--- src/rtl/sensor_conditioner_if.sv ---
// Signal bundle between the sensor conditioner and its environment.
// master drives the session/sample inputs; slave is the conditioner itself.
interface sensor_conditioner_if #(
  parameter int EW = 8
);
  logic          start;
  logic          sensor_raw;
  logic          actuator;
  logic          sensor;
  logic          settled;
  logic [EW-1:0] edge_count;
  logic          fault;

  modport master (
    output start, sensor_raw, actuator,
    input  sensor, settled, edge_count, fault
  );

  modport slave (
    input  start, sensor_raw, actuator,
    output sensor, settled, edge_count, fault
  );
endinterface

--- src/rtl/sensor_conditioner.sv ---
// Debounces a raw sensor sample with a saturating hysteresis integrator and dwell lockout.
// Optional actuator-follow fault monitor: define SENSOR_FOLLOW_FAULT_EN.
module sensor_conditioner #(
  parameter int INT_MAX       = 15,
  parameter int HI_TH         = 12,
  parameter int LO_TH         = 3,
  parameter int MIN_HOLD      = 8,
  parameter int EW            = 8,
  parameter int FAULT_TIMEOUT = 64
) (
  input logic                 clk,
  input logic                 rst,
  sensor_conditioner_if.slave bus
);
  localparam int CW = $clog2(INT_MAX + 1);
  localparam int DW = (MIN_HOLD > 0) ? $clog2(MIN_HOLD + 1) : 1;
  localparam logic [CW-1:0] TOP = CW'(INT_MAX);
  localparam logic [CW-1:0] HI  = CW'(HI_TH);
  localparam logic [CW-1:0] LO  = CW'(LO_TH);
  localparam logic [DW-1:0] MH  = DW'(MIN_HOLD);

  if (!(LO_TH < HI_TH && HI_TH <= INT_MAX)) begin : g_bad_th
    $error("sensor_conditioner: thresholds must satisfy LO_TH < HI_TH <= INT_MAX");
  end
  if (FAULT_TIMEOUT < 1) begin : g_bad_to
    $error("sensor_conditioner: FAULT_TIMEOUT must be at least 1");
  end

  typedef enum logic {S_LOW = 1'b0, S_HIGH = 1'b1} state_t;

  state_t        state, state_d;
  logic          raw_m, raw_s;
  logic          start_q;
  logic [CW-1:0] integ, integ_d;
  logic [DW-1:0] dwell, dwell_dec, dwell_d;
  logic [EW-1:0] edge_cnt, edge_cnt_d;
  logic          change;
  logic          sensor_w, settled_w;

  always_ff @(posedge clk or posedge rst) begin
    if (rst) begin
      raw_m    <= 1'b0;
      raw_s    <= 1'b0;
      start_q  <= 1'b0;
      integ    <= '0;
      dwell    <= '0;
      edge_cnt <= '0;
    end else begin
      raw_m    <= bus.sensor_raw;
      raw_s    <= raw_m;
      start_q  <= bus.start;
      integ    <= integ_d;
      dwell    <= dwell_d;
      edge_cnt <= edge_cnt_d;
    end
  end

  always_ff @(posedge clk or posedge rst) begin
    if (rst) state <= S_LOW;
    else     state <= state_d;
  end

  // Thresholds and lockout are judged on the values the integrator and dwell
  // counter take at this edge, so sensor moves on the edge the crossing lands.
  always_comb begin
    integ_d = integ;
    if (raw_s) begin
      if (integ != TOP) integ_d = integ + 1'b1;
    end else if (integ != '0) begin
      integ_d = integ - 1'b1;
    end

    dwell_dec = (dwell == '0) ? '0 : dwell - 1'b1;

    state_d = state;
    case (state)
      S_LOW:   if (integ_d >= HI && dwell_dec == '0) state_d = S_HIGH;
      S_HIGH:  if (integ_d <= LO && dwell_dec == '0) state_d = S_LOW;
      default: state_d = S_LOW;
    endcase

    change  = (state_d != state);
    dwell_d = change ? MH : dwell_dec;

    // A session restart clears the count before this edge's transition is added.
    edge_cnt_d = edge_cnt;
    if (bus.start && !start_q) edge_cnt_d = change ? EW'(1) : '0;
    else if (bus.start && change) edge_cnt_d = edge_cnt + 1'b1;
  end

  assign sensor_w       = (state == S_HIGH);
  assign settled_w      = (dwell == '0);
  assign bus.sensor     = sensor_w;
  assign bus.settled    = settled_w;
  assign bus.edge_count = edge_cnt;

`ifdef SENSOR_FOLLOW_FAULT_EN
  localparam int FW = $clog2(FAULT_TIMEOUT + 1);
  localparam logic [FW-1:0] FT = FW'(FAULT_TIMEOUT);

  logic          act_m, act_s;
  logic [FW-1:0] mcnt, mcnt_d;
  logic          fault_q, fault_d;

  always_comb begin
    mcnt_d = '0;
    if (bus.start && settled_w && (act_s != sensor_w))
      mcnt_d = (mcnt == FT) ? FT : mcnt + 1'b1;
    fault_d = fault_q;
    if (start_q && !bus.start) fault_d = 1'b0;
    else if (mcnt_d == FT)     fault_d = 1'b1;
  end

  always_ff @(posedge clk or posedge rst) begin
    if (rst) begin
      act_m   <= 1'b0;
      act_s   <= 1'b0;
      mcnt    <= '0;
      fault_q <= 1'b0;
    end else begin
      act_m   <= bus.actuator;
      act_s   <= act_m;
      mcnt    <= mcnt_d;
      fault_q <= fault_d;
    end
  end

  assign bus.fault = fault_q;
`else
  assign bus.fault = 1'b0;
`endif
endmodule

--- src/flat_wrapper.sv ---
// flat-port wrapper written by rule: the top's interface ports become plain ports
module sensor_conditioner_flat 
#(
  parameter int INT_MAX       = 15,
  parameter int HI_TH         = 12,
  parameter int LO_TH         = 3,
  parameter int MIN_HOLD      = 8,
  parameter int EW            = 8,
  parameter int FAULT_TIMEOUT = 64
)
  (clk, rst, bus_start, bus_sensor_raw, bus_actuator, bus_sensor, bus_settled, bus_edge_count, bus_fault);
  sensor_conditioner_if #(.EW(EW)) bus_i ();
  input logic clk;
  input logic rst;
  input wire logic [$bits(bus_i.start)-1:0] bus_start;
  input wire logic [$bits(bus_i.sensor_raw)-1:0] bus_sensor_raw;
  input wire logic [$bits(bus_i.actuator)-1:0] bus_actuator;
  output wire logic [$bits(bus_i.sensor)-1:0] bus_sensor;
  output wire logic [$bits(bus_i.settled)-1:0] bus_settled;
  output wire logic [$bits(bus_i.edge_count)-1:0] bus_edge_count;
  output wire logic [$bits(bus_i.fault)-1:0] bus_fault;
  assign bus_i.start = bus_start;
  assign bus_i.sensor_raw = bus_sensor_raw;
  assign bus_i.actuator = bus_actuator;
  assign bus_sensor = bus_i.sensor;
  assign bus_settled = bus_i.settled;
  assign bus_edge_count = bus_i.edge_count;
  assign bus_fault = bus_i.fault;
  sensor_conditioner #(.INT_MAX(INT_MAX), .HI_TH(HI_TH), .LO_TH(LO_TH), .MIN_HOLD(MIN_HOLD), .EW(EW), .FAULT_TIMEOUT(FAULT_TIMEOUT)) u_core (.clk(clk), .rst(rst), .bus(bus_i));
endmodule
--- config.mk ---
export PLATFORM = sky130hd
export DESIGN_NAME = sensor_conditioner_flat
export DESIGN_NICKNAME = d
export VERILOG_FILES = /design/src/rtl/sensor_conditioner_if.sv /design/src/rtl/sensor_conditioner.sv /design/src/flat_wrapper.sv
export SDC_FILE = /design/constraint.sdc
export NUM_CORES = 1
export LEC_CHECK = 0
export CAP_MARGIN = 30
export CORE_ASPECT_RATIO = 1.5
export CORE_MARGIN = 1.5
export CORE_UTILIZATION = 45
export DETAILED_ROUTE_END_ITERATION = 7
export GPL_TIMING_DRIVEN = 0
export PLACE_DENSITY = 0.82
export SLEW_MARGIN = 30
export SYNTH_ARGS = -nofsm -noshare
export SYNTH_HDL_FRONTEND = slang
export SYNTH_SLANG_ARGS = --single-unit
--- constraint.sdc ---
create_clock -name clk -period 2.32 [get_ports clk]
set_input_delay 0.348 -clock clk [delete_from_list [all_inputs] [get_ports clk]]
set_output_delay 0.348 -clock clk [all_outputs]
set_load 0.01 [all_outputs]
==> results of run 1 <==
-- final timing paths --
| check | from | end | slack (ns) |
|---|---|---|---|
| max in group asynchronous | rst | u_core.integ[1] | 1.30 |
| max | u_core.integ[2] | u_core.bus.edge_count[2] | 0.04 |
| max reg2reg | u_core.integ[2] | u_core.bus.edge_count[2] | 0.04 |
| min | u_core.raw_m | u_core.raw_s | 0.37 |
| min in group asynchronous | rst | u_core.bus.edge_count[6] | 0.48 |
| min reg2reg | u_core.raw_m | u_core.raw_s | 0.37 |
-- metrics by stage --
step | total power [mW] | area [um2] | hold slack, ns
floorplan | 1.07 | 1140 | 0.312
global placement | 1.23 | 1300 | 0.332
detailed placement | 1.27 | 1300 | 0.343
CTS | 1.53 | 1370 | 0.368
global route | 1.83 | 1500 | 0.380
finish | 1.72 | 1500 | 0.369
-- metal layers --
metal | up-vias | share of wire (%) | track usage [%]
li1 | 494 | - | -
met5 | - | 0 | 0
met3 | 6 | 3.2 | 1.95
met2 | 23 | 55 | 35.5
met1 | 522 | 40 | 19.7
met4 | 0 | 2.0 | 7.95
-- power by group --
part,internal [mW],switching [mW],leakage (nW)
Combinational,0.480,0.444,0.350
Clock,0.0957,0.106,0.0210
Sequential,0.448,0.144,0.249
Total,1.02,0.694,0.621
-- cells by family (layout without fill, tap and decap cells) --
logic type	after synthesis	after routing	synth area share [%]
AND/OR/NAND/NOR	46	46	23.4
AO/OA/AOI/OAI	31	31	19.0
flip-flops	20	20	43.9
buffers and inverters	14	41	6.48
adder cells (fa/ha/maj)	3	3	3.29
XOR/XNOR	2	2	1.54
multiplexers	2	2	2.09
other	1	1	0.329
-- cells in the final DEF (no fill, tap or decap), types with 3 or more instances in the layout --
cell,count
clkbuf_4,3
o31ai_1,3
clkdlybuf4s50_1,13
a21oi_1,4
nand3_1,5
nand2_1,10
buf_4,9
inv_1,9
dfrtp_1,18
o21ai_0,6
or4_1,3
nor2_1,8
nand4_1,4
-- final cells by class --
class	count	area (um2)
Clock buffer	4	36.3
Multi-Input combinational cell	85	651
Timing Repair Buffer	23	206
Fill cell	207	922
Tap cell	24	30.0
Buffer	4	36.3
Sequential cell	20	503
Inverter	10	37.5
-- timing repair --
| action | CTS | global route |
|---|---|---|
| buffers inserted | 3 | 6 |
| gates cloned | 0 | 1 |
| setup endpoints to repair | 8 | 7 |
| pin swaps | 1 | 8 |
| endpoints found under the hold margin | 0 | 0 |
| resized for setup | 4 | 18 |
-- worst register-to-register path, delay by kind of cell, from the launching register on --
kind | cells | cell delay [ns]
compound gates | 1 | 0.45
flops | 1 | 0.42
mux | 1 | 0.24
simple gates | 3 | 1.12
-- sequential cells by signal, indices dropped and copies added (netlist names) --
| signal | count |
|---|---|
| u_core.integ | 4 |
| u_core.dwell | 4 |
| u_core.raw_m | 1 |
| u_core.bus.sensor | 1 |
| u_core.raw_s | 1 |
| u_core.bus.edge_count | 8 |
| u_core.start_q | 1 |
==> flow_metrics.py, run 1 <==
metrics = {
    "status": {
        "status": "finished clean",
    },
    "power_and_ir_drop": {
        "p_leak_nw": 0.621,
        "ir_drop_mv": 0.541,
        "powerDensity_nw_per_um2": 1150,
    },
    "global_routing": {
        "antenna_found_initial": 0,
        "grt_max_degree": 21,
        "grt-ovfl-total": 0,
        "grt_use_total_pct": 18.7,
        "grt_pass1_vias": 1040,
        "grt_pass1_wl_um": 4130,
    },
    "min_path": {
        "hold_path_class": "reg2reg",
        "holdPathStages": 0,
    },
    "sta": {
        "rsz0062_at_grt": "true",
        "tightest_slew_ns": 0.778,
        "slew_viol_final": 0,
        "setup_tns_ns": 0,
        "max_freq_mhz": 439,
        "relSlewSlack_pct": 48.1,
        "fin_crit_sh_pct": 98.3,
        "setup_viol_count_final": 0,
        "final_hold_viol_count": 0,
        "layout_min_cycle_time_ns": 2.28,
        "layout_setup_ws_ns": 0.0405,
        "finClkSkew_ns": 0.0130,
    },
    "setup_path": {
        "start_kind": "register",
        "cpPeakStageDelay_ns": 0.54,
        "cp.required_ns": 2.57,
        "critPathTopFamily": "simple AND/OR/NAND/NOR gates",
        "reg2reg_depth": 5,
        "critPathCaptureType": "register",
        "crit_chain": "or4_1 -> a311o_2 -> mux2i_4 -> or4_4 -> nand3_2",
        "cpMaxStageDelayCell": "or4_4",
        "crit_type": "reg2reg",
        "cp_num_buf_inv": 0,
        "cp.arrival_ns": 2.53,
        "crit_fanout": 6,
        "path_depth": 5,
    },
    "route": {
        "drc": 0,
        "totalWireLength_um": 2640,
        "ant_nets": 0,
        "drt_iter0_markers": 20,
        "dr.pass1.iters": 4,
        "vias_per_cell": 6.15,
        "routed-via-count": 1045,
        "wire_per_inst_um": 15.5,
    },
    "cts": {
        "clk_path_buf_depth": 2,
        "clockRootBuffer": "clkbuf_4",
        "clock_sinks": 20,
        "clkLatencyLatePin_ns": 0.30,
        "clk_pin_slew_worst_paths_ns": 0.12,
        "cts_buffers": 3,
        "cts_tree": "built",
        "hold_buffers": 0,
        "htreeDepth": 1,
    },
    "floorplanning": {
        "initial_core_util_pct": 47.1,
        "dieArea_um2": 2850,
        "die-height_um": 64.6,
        "die_x_um": 44.1,
        "core_um2": 2420,
        "num_io_pins": 16,
        "rows": 22,
    },
    "logic_synthesis": {
        "synth_common_cells": "dfrtp_1 (20), inv_1 (10), nand2_1 (10)",
        "synth_largest_area_cell": "dfrtp_1",
        "ys.flop_type": "dfrtp_1",
        "synth_area_um2": 1140,
        "syn-num-nets": 127,
        "synth.most_common_cell": "dfrtp_1",
        "syn_avg_cell_area_um2": 9.58,
        "yosysUniqueCellTypes": 42,
        "synth_top_cell_area_share_pct": 43.9,
        "synthCells": 119,
        "ys_ff_latch": 20,
        "async_flop_share_pct": 100,
        "yosys_warnings": 0,
        "synth-edff-count": 0,
        "synth_area_leaders": "dfrtp_1 (44%), ha_1 (3.3%), inv_1 (3.3%)",
        "synth_seq_area_share_pct": 43.9,
    },
    "finish": {
        "final_util_pct": 61.9,
        "syn_to_final_growth_pct": 31.6,
        "fin_cells": 170,
        "final_nets": 155,
        "drive_above_1_share_pct": 27.4,
        "n_antenna_cell": 0,
    },
    "placed_design": {
        "dp_cells": 156,
        "place_congestion": 0.810,
        "pre_cts_slack_ns": -0.177,
        "io_buffer_count": 13,
        "hpwl_um": 1740,
    },
    "job": {
        "maxCapViolCount": 0,
    },
}
Power figures use the tool's default switching activity.
==> run 2: changes to the inputs <==
==> constraint.sdc (replaced) <==
create_clock -name clk -period 2.32 [get_ports clk]
set_input_delay 0.348 -clock clk [delete_from_list [all_inputs] [get_ports clk]]
set_output_delay 0.348 -clock clk [all_outputs]
set_load 0.05 [all_outputs]
==> flow_metrics.py, run 2 (synthesis gave the netlist of run 1 again) <==
metrics = {
    "global_routing": {
        "grt_pass1_vias": 1016,
        "grt_use_total_pct": 19.4,
        "grt_pass1_wl_um": 4130,
        "antenna_found_initial": 0,
        "grt-ovfl-total": 0,
        "grt_max_degree": 21,
    },
    "sta": {
        "relSlewSlack_pct": 50.1,
        "final_hold_viol_count": 0,
        "layout_setup_ws_ns": -0.00872,
        "setup_tns_ns": -0.00872,
        "layout_min_cycle_time_ns": 2.33,
        "fin_crit_sh_pct": 100,
        "tightest_slew_ns": 0.748,
        "setup_viol_count_final": 1,
        "rsz0062_at_grt": "true",
        "finClkSkew_ns": 0.00875,
        "slew_viol_final": 0,
        "max_freq_mhz": 429,
    },
    "floorplanning": {
        "die-height_um": 64.6,
        "num_io_pins": 16,
        "die_x_um": 44.1,
        "dieArea_um2": 2850,
        "rows": 22,
        "initial_core_util_pct": 47.1,
        "core_um2": 2420,
    },
    "status": {
        "status": "complete, but fails checks",
        "violations": "negative setup slack",
    },
    "setup_path": {
        "crit_type": "reg2reg",
        "start_kind": "register",
        "cp_num_buf_inv": 0,
        "cp.arrival_ns": 2.57,
        "critPathTopFamily": "simple AND/OR/NAND/NOR gates",
        "crit_top_cell": "or4_1",
        "cp.required_ns": 2.56,
        "cpPeakStageDelay_ns": 0.53,
        "cpMaxStageDelayCell": "or4_1",
        "crit_chain": "or4_1 -> a311o_2 -> mux2i_4 -> or4_1 -> a21oi_1",
        "critPathCaptureType": "register",
        "crit_fanout": 5,
    },
    "cts": {
        "cts_tree": "built",
        "hold_buffers": 0,
        "clock_sinks": 20,
        "htreeDepth": 1,
        "clockRootBuffer": "clkbuf_4",
        "clk_path_buf_depth": 2,
        "cts_buffers": 3,
        "clkLatencyLatePin_ns": 0.31,
        "clk_pin_slew_worst_paths_ns": 0.10,
    },
    "power_and_ir_drop": {
        "p_leak_nw": 0.599,
        "ir_drop_mv": 0.599,
        "powerDensity_nw_per_um2": 1220,
    },
    "finish": {
        "fill_cells": 216,
        "n_antenna_cell": 0,
        "final_nets": 151,
        "fin_area_um2": 1450,
        "fin_cells": 166,
        "mostFrequentLayoutCells": "dfrtp_1 (18), clkdlybuf4s50_1 (12), inv_1 (10), nand2_1 (10), nor2_1 (8)",
        "drive_above_1_share_pct": 21.8,
        "syn_to_final_growth_pct": 26.8,
        "largest_reg_flops": 8,
        "layout_commonest_cell": "dfrtp_1",
    },
    "route": {
        "top_layer": "met4",
        "ant_nets": 0,
        "totalWireLength_um": 2560,
        "routed-via-count": 1034,
        "met1_length_um": 996,
        "vias_per_cell": 6.23,
        "met3_length_um": 106,
        "dr.pass1.iters": 4,
        "drt_iter0_markers": 37,
        "drc": 0,
        "wire_per_inst_um": 15.4,
        "dr_wl_met2_um": 1390,
    },
    "placed_design": {
        "io_buffer_count": 13,
        "place_congestion": 0.808,
        "hpwl_um": 1780,
        "dp_cells": 156,
        "place_area_um2": 1310,
        "pre_cts_slack_ns": -0.198,
    },
    "min_path": {
        "hold_path_class": "reg2reg",
    },
    "job": {
        "maxCapViolCount": 0,
    },
}
## run 2: through the flow
stage / util (%) / total power [mW] / hold slack, ns
final: 59.7 / 1.77 / 0.361
after global routing: 59.7 / 1.88 / 0.378
after CTS: 56.7 / 1.66 / 0.363
after detailed placement: 53.9 / 1.40 / 0.339
after global placement: 53.9 / 1.36 / 0.333
after floorplan: - / 1.20 / 0.312
## run 2: worst reg2reg max path, stage by stage, from the launching register on
cell and delay, ns:
dfrtp_1 0.42, or4_1 0.53, a311o_2 0.44, mux2i_4 0.23, or4_1 0.51, a21oi_1 0.14
## run 2: metal layers
metal,vias up,GRT usage [%]
li1,487,-
met1,514,20.6
met2,28,34.9
met3,5,1.67
met4,0,12.5
met5,-,0
## run 2: power by group
group	leakage (nW)	internal (mW)	total (mW)	switching, mW
clock	0.0210	0.0960	0.205	0.109
combinational	0.329	0.423	0.974	0.550
sequential	0.249	0.448	0.590	0.142
total	0.599	0.968	1.77	0.801
## run 2: worst paths after layout
| path | from | end | slack, ns | depth (start not counted) |
|---|---|---|---|---|
| max | u_core.integ[0] | u_core.bus.edge_count[5] | -0.009 | 5 |
| min | u_core.raw_m | u_core.raw_s | 0.36 | 0 |
| max reg2reg | u_core.integ[0] | u_core.bus.edge_count[5] | -0.009 | 5 |
| min reg2reg | u_core.raw_m | u_core.raw_s | 0.36 | 0 |
| max in group asynchronous | rst | u_core.integ[1] | 1.35 | 2 |
| min in group asynchronous | rst | u_core.bus.sensor | 0.45 | 2 |
## run 2: what timing repair did
item,CTS,global route
setup endpoints to repair,8,7
pin swaps,1,4
buffers inserted,3,3
endpoints found under the hold margin,0,0
resized for setup,5,12
## run 2: area by class of cell
class | count | area (um2) | area share, %
plain buffers | 4 | 36.3 | 2.51
clock buffers | 4 | 36.3 | 2.51
inverters | 10 | 37.5 | 2.60
multi-input cells | 85 | 624 | 43.2
flip-flops and latches | 20 | 503 | 34.8
well taps | 24 | 30.0 | 2.08
repair buffers | 19 | 178 | 12.3
